--- config.mk ---
export PLATFORM = sky130hd
export DESIGN_NAME = rs_button_sequencer
export DESIGN_NICKNAME = d
export VERILOG_FILES = /design/src/rtl/rs_button_sequencer_pkg.sv /design/src/rtl/rs_button_sequencer_btn_debounce.sv /design/src/rtl/rs_button_sequencer.sv
export SDC_FILE = /design/constraint.sdc
export NUM_CORES = 1
export LEC_CHECK = 0
export ABC_CLOCK_PERIOD_IN_PS = 1600
export BUFFER_PORTS_ARGS = -buffer_cell sky130_fd_sc_hd__buf_2
export CORE_ASPECT_RATIO = 0.8
export CORE_MARGIN = 2
export CORE_UTILIZATION = 45
export DETAILED_ROUTE_END_ITERATION = 12
export GPL_ROUTABILITY_DRIVEN = 0
export PLACE_DENSITY_LB_ADDON = 0.25
export SKIP_CTS_REPAIR_TIMING = 1
export SYNTH_ARGS = -nofsm -noshare
export SYNTH_HDL_FRONTEND = slang
export SYNTH_SLANG_ARGS = --single-unit
--- constraint.sdc ---
create_clock -name Clk -period 1.6 [get_ports Clk]
set_clock_uncertainty 0.05 [all_clocks]
set_input_delay 0.24 -clock Clk [delete_from_list [all_inputs] [get_ports Clk]]
set_output_delay 0.24 -clock Clk [all_outputs]
set_load 0.05 [all_outputs]
--- src/rtl/rs_button_sequencer_pkg.sv ---
// Shared types and defaults for the push-button to RS-pulse front end.
package rs_button_sequencer_pkg;

    typedef enum logic [1:0] {
        IDLE         = 2'd0,
        PRESS_WAIT   = 2'd1,
        HELD         = 2'd2,
        RELEASE_WAIT = 2'd3
    } btn_state_e;

    localparam int DEF_DEBOUNCE_CYCLES = 4;
    localparam int DEF_PULSE_LEN       = 2;
    localparam int DEF_CNT_W           = 3;

endpackage

--- src/rtl/rs_button_sequencer_btn_debounce.sv ---
// One button channel: two-flop synchroniser, debounce FSM, one-cycle press req.
module btn_debounce
    import rs_button_sequencer_pkg::*;
#(
    parameter int DEBOUNCE_CYCLES = DEF_DEBOUNCE_CYCLES,
    parameter int CNT_W           = DEF_CNT_W
) (
    input  logic clk,
    input  logic rst,
    input  logic btn_raw,
    output logic req
);

    localparam logic [CNT_W-1:0] CNT_DONE = CNT_W'(DEBOUNCE_CYCLES);

    logic             sync1_q, sync2_q;
    btn_state_e       state_q, state_d;
    logic [CNT_W-1:0] cnt_q, cnt_d, cnt_inc;
    logic             req_q, req_d;

    always_comb begin
        state_d = state_q;
        cnt_d   = cnt_q;
        req_d   = 1'b0;
        cnt_inc = cnt_q + 1'b1;
        unique case (state_q)
            IDLE: begin
                if (sync2_q) begin
                    state_d = PRESS_WAIT;
                    cnt_d   = CNT_W'(1);
                end
            end
            PRESS_WAIT: begin
                if (!sync2_q) begin
                    state_d = IDLE;
                    cnt_d   = '0;
                end else if (cnt_inc == CNT_DONE) begin
                    state_d = HELD;
                    cnt_d   = '0;
                    req_d   = 1'b1;
                end else begin
                    cnt_d = cnt_inc;
                end
            end
            HELD: begin
                if (!sync2_q) begin
                    state_d = RELEASE_WAIT;
                    cnt_d   = CNT_W'(1);
                end
            end
            RELEASE_WAIT: begin
                if (sync2_q) begin
                    state_d = HELD;
                    cnt_d   = '0;
                end else if (cnt_inc == CNT_DONE) begin
                    state_d = IDLE;
                    cnt_d   = '0;
                end else begin
                    cnt_d = cnt_inc;
                end
            end
            default: begin
                state_d = IDLE;
                cnt_d   = '0;
            end
        endcase
    end

    always_ff @(posedge clk) begin
        if (rst) begin
            sync1_q <= 1'b0;
            sync2_q <= 1'b0;
            state_q <= IDLE;
            cnt_q   <= '0;
            req_q   <= 1'b0;
        end else begin
            sync1_q <= btn_raw;
            sync2_q <= sync1_q;
            state_q <= state_d;
            cnt_q   <= cnt_d;
            req_q   <= req_d;
        end
    end

    assign req = req_q;

endmodule

--- src/rtl/rs_button_sequencer.sv ---
// Two debounced buttons arbitrated into exclusive, fixed-width S/R pulses
// with a mandatory low gap and a conflict flag for simultaneous requests.
module rs_button_sequencer
    import rs_button_sequencer_pkg::*;
#(
    parameter int DEBOUNCE_CYCLES = DEF_DEBOUNCE_CYCLES,
    parameter int PULSE_LEN       = DEF_PULSE_LEN,
    parameter int CNT_W           = DEF_CNT_W
) (
    input  logic Clk,
    input  logic Reset,
    input  logic E,
    input  logic Set_Btn,
    input  logic Reset_Btn,
    output logic S,
    output logic R,
    output logic Busy,
    output logic Conflict
);

    localparam int PCNT_W = (PULSE_LEN > 1) ? $clog2(PULSE_LEN) : 1;
    localparam logic [PCNT_W-1:0] PCNT_LAST = PCNT_W'(PULSE_LEN - 1);

    logic req_set, req_rst;
    logic want_s, want_r, busy;

    logic              s_q, s_d;
    logic              r_q, r_d;
    logic [PCNT_W-1:0] pcnt_q, pcnt_d;
    logic              pend_s_q, pend_s_d;
    logic              pend_r_q, pend_r_d;
    logic              conflict_q, conflict_d;

    btn_debounce #(
        .DEBOUNCE_CYCLES(DEBOUNCE_CYCLES),
        .CNT_W          (CNT_W)
    ) u_set_ch (
        .clk    (Clk),
        .rst    (Reset),
        .btn_raw(Set_Btn),
        .req    (req_set)
    );

    btn_debounce #(
        .DEBOUNCE_CYCLES(DEBOUNCE_CYCLES),
        .CNT_W          (CNT_W)
    ) u_rst_ch (
        .clk    (Clk),
        .rst    (Reset),
        .btn_raw(Reset_Btn),
        .req    (req_rst)
    );

    // Disabled requests are dropped here; they never reach the pending bits.
    assign want_s = pend_s_q | (req_set & E);
    assign want_r = pend_r_q | (req_rst & E);
    assign busy   = s_q | r_q;

    always_comb begin
        s_d        = s_q;
        r_d        = r_q;
        pcnt_d     = pcnt_q;
        pend_s_d   = pend_s_q;
        pend_r_d   = pend_r_q;
        conflict_d = 1'b0;
        if (busy) begin
            if (pcnt_q == PCNT_LAST) begin
                s_d    = 1'b0;
                r_d    = 1'b0;
                pcnt_d = '0;
            end else begin
                pcnt_d = pcnt_q + 1'b1;
            end
            if (want_s && want_r) begin
                pend_s_d   = 1'b0;
                pend_r_d   = 1'b0;
                conflict_d = 1'b1;
            end else begin
                pend_s_d = want_s;
                pend_r_d = want_r;
            end
        end else begin
            pend_s_d = 1'b0;
            pend_r_d = 1'b0;
            pcnt_d   = '0;
            if (want_s && want_r) begin
                conflict_d = 1'b1;
            end else if (want_s) begin
                s_d = 1'b1;
            end else if (want_r) begin
                r_d = 1'b1;
            end
        end
    end

    always_ff @(posedge Clk) begin
        if (Reset) begin
            s_q        <= 1'b0;
            r_q        <= 1'b0;
            pcnt_q     <= '0;
            pend_s_q   <= 1'b0;
            pend_r_q   <= 1'b0;
            conflict_q <= 1'b0;
        end else begin
            s_q        <= s_d;
            r_q        <= r_d;
            pcnt_q     <= pcnt_d;
            pend_s_q   <= pend_s_d;
            pend_r_q   <= pend_r_d;
            conflict_q <= conflict_d;
        end
    end

    assign S        = s_q;
    assign R        = r_q;
    assign Busy     = busy;
    assign Conflict = conflict_q;

endmodule

==> impl_metrics.env <==
export IMPL_status="completed"
export IMPL_pwr_share_clk_pct=33.2
export IMPL_synth_avg_cell_area_um2=10.01
export IMPL_num_vias=690
export IMPL_netlist_top_cell_by_area="dfxtp_1"
export IMPL_worst_slack_ps=197.7
export IMPL_final_cell_mix="dfxtp_1 (22), a21oi_1 (9), buf_2 (8)"
export IMPL_dp_slack_ps=223.4
export IMPL_clock_sinks=22
export IMPL_cp_arrival_ps=1560
export IMPL_io_buffers=8
export IMPL_worst_path_buf_inv=0
export IMPL_met3_length_um=66
export IMPL_top_layer_used="met4"
export IMPL_p_int_uw=708.1
export IMPL_drv_cap=0
export IMPL_die_width_um=54.58
export IMPL_setup_viol=0
export IMPL_cts_clk_slew_worst_paths_ps=110
export IMPL_layout_drive_gt1_share_pct=17.65
export IMPL_grt_antenna_before_repair=0
export IMPL_start_kind="register"
export IMPL_grt_max_degree=23
export IMPL_p_leak_uw=0.0004207
export IMPL_dp_hpwl_um=1013
export IMPL_crit_type="register to register"
export IMPL_wl_met1_um=780
export IMPL_synthDistinctLibCells=27
export IMPL_routed_wl_um=1433
export IMPL_cts_inserted_buffers=3
export IMPL_cp_slowest_cell="dfxtp_1"
export IMPL_grt_pass1_vias=592
export IMPL_min_period_ps=1402
export IMPL_die_area_mm2=0.002426
export IMPL_antenna_cells=0
export IMPL_switching_share_pct=20.64
export IMPL_ys_seq_area_share_pct=47.83
export IMPL_worst_slew_pin_slew_ps=407.9
export IMPL_rsz0062_at_grt="false"
export IMPL_final_common_cell="dfxtp_1"
export IMPL_synth_edff_count=0
export IMPL_fin_nets=112
export IMPL_power_uw=892.3
export IMPL_yosysWarnings=0
export IMPL_hold_viol=0
export IMPL_path_cells="ha_1, xor2_1, nand3_1, nor4b_2"
export IMPL_top_regs="u_rst_ch.cnt_q: 3 flops, u_set_ch.cnt_q: 3 flops"
export IMPL_htreeDepth=1
export IMPL_p_sw_uw=184.2
export IMPL_core_mm2=0.001909
export IMPL_yosys_most_used_dff="dfxtp_1"
export IMPL_detail_route_vias_per_cell=5.476
export IMPL_insertion_delay_ps=300
export IMPL_crit_family="flip-flops"
export IMPL_fin_crit_sh_pct=87.64
export IMPL_slew_headroom_pct=72.81
export IMPL_rows=14
export IMPL_totalNegativeSetupSlack_ps=0
export IMPL_synth_area_leaders="dfxtp_1 (48%), ha_1 (5.4%), a21oi_1 (4.9%), nor2b_1 (4.8%), nand3b_1 (3.3%)"
export IMPL_syn_inst=92
export IMPL_p_seq_share_pct=63.4
export IMPL_firstDrtPassIters=4
export IMPL_syn_nets=101
export IMPL_worst_ir_drop_vdd_v=0.0006815
export IMPL_nFillCells=176
export IMPL_grt_overflow=0
export IMPL_slew_violations=0
export IMPL_clock_tree_root_cell="clkbuf_4"
export IMPL_area_delta_synth_final_pct=11.01
export IMPL_die_h_um=44.46
export IMPL_ys_ff_latch=22
export IMPL_detail_route_antenna_nets=0
export IMPL_drt_iter0_drc=22
export IMPL_async_reset_ff_share_pct=0
export IMPL_worstPathRequired_ps=1760
export IMPL_syn_area_um2=920.9
export IMPL_drc_errors=0
export IMPL_power_density_mw_per_mm2=872.9
export IMPL_clockBufferDepth=2
export IMPL_wl_per_cell_um=11.37
export IMPL_tritoncts="built"
export IMPL_critPathMaxStageDelay_ps=400
export IMPL_wl_met2_um=575
export IMPL_cp_max_fo=4
export IMPL_max_freq_ghz=0.7131
export IMPL_endpoint_kind="register"
export IMPL_ios=9
export IMPL_p_comb_share_pct=3.5
export IMPL_start_util_pct=48.23
export IMPL_grt_pass1_wl_um=2470
export IMPL_min_path_type="primary input to register"
export IMPL_grtUsageTotal_pct=14.60
export IMPL_synth_top_area_share_pct=47.83
export IMPL_reg2reg_slack_ps=200
-- per-layer routing --
metal / global-route usage, % / vias up
met5: 0 / -
met4: 6.000 / 0
met3: 6.081 / 2
met2: 20.72 / 16
met1: 19.49 / 318
li1: - / 354
-- cell usage after synthesis, types with 3 or more instances --
cell / instances
a21oi_1: 9
dfxtp_1: 22
ha_1: 4
inv_1: 6
nand3_1: 4
nand3b_1: 4
nor2_1: 5
nor2b_1: 7
xor2_1: 3
-- final timing paths --
kind / from / end / cells past startpoint
min reg2reg: pcnt_q$_SDFF_PP0_ / pcnt_q$_SDFF_PP0_ / 1
max: u_rst_ch.cnt_q[0]$_SDFFE_PP0P_ / u_rst_ch.req$_SDFF_PP0_ / 4
min: Set_Btn / u_set_ch.sync1_q$_SDFF_PP0_ / 2
max reg2reg: u_rst_ch.cnt_q[0]$_SDFFE_PP0P_ / u_rst_ch.req$_SDFF_PP0_ / 4
-- kinds of logic (layout without fill, tap and decap cells) --
family | count (synthesis) | after routing | synth area share [%]
AOI/OAI and AO/OA | 21 | 21 | 15.49
xor gates and xnor gates | 6 | 6 | 6.523
adders and majority gates | 4 | 4 | 5.435
buffers and inverters | 9 | 19 | 3.803
DFF | 22 | 22 | 47.83
and+or+nand+nor | 30 | 30 | 20.92
-- power groups by stage --
| stage | Clock [uW] | Sequential, uW | Combinational (uW) |
|---|---|---|---|
| floorplan | 0 | 575 | 22.5 |
| global placement | 0 | 577 | 30.2 |
| detailed placement | 0 | 578 | 30.9 |
| CTS | 312 | 565 | 30.9 |
| global route | 330 | 567 | 34.8 |
| finish | 296 | 565 | 30.8 |
-- stage by stage --
step | cell area [um^2] | instances | utilization, % | hold WS [ps]
2_1_floorplan | 920.9 | 92 | - | 261.6
3_3_place_gp | 985.9 | 122 | 51.64 | 360.5
3_5_place_dp | 985.9 | 122 | 51.64 | 366.9
4_1_cts | 1022 | 126 | 53.54 | 78.78
5_1_grt | 1022 | 126 | 53.54 | 81.66
6_report | 1022 | 126 | 53.54 | 92.89
-- final cells by class --
class	count	area, um^2	area share, %
Multi-Input combinational cell	61	445.4	43.57
Timing Repair Buffer	9	47.55	4.651
Inverter	6	22.52	2.203
Tap cell	24	30.03	2.938
Clock buffer	4	36.28	3.550
Sequential cell	22	440.4	43.08
No activity file was read; power rests on OpenSTA's default activity.
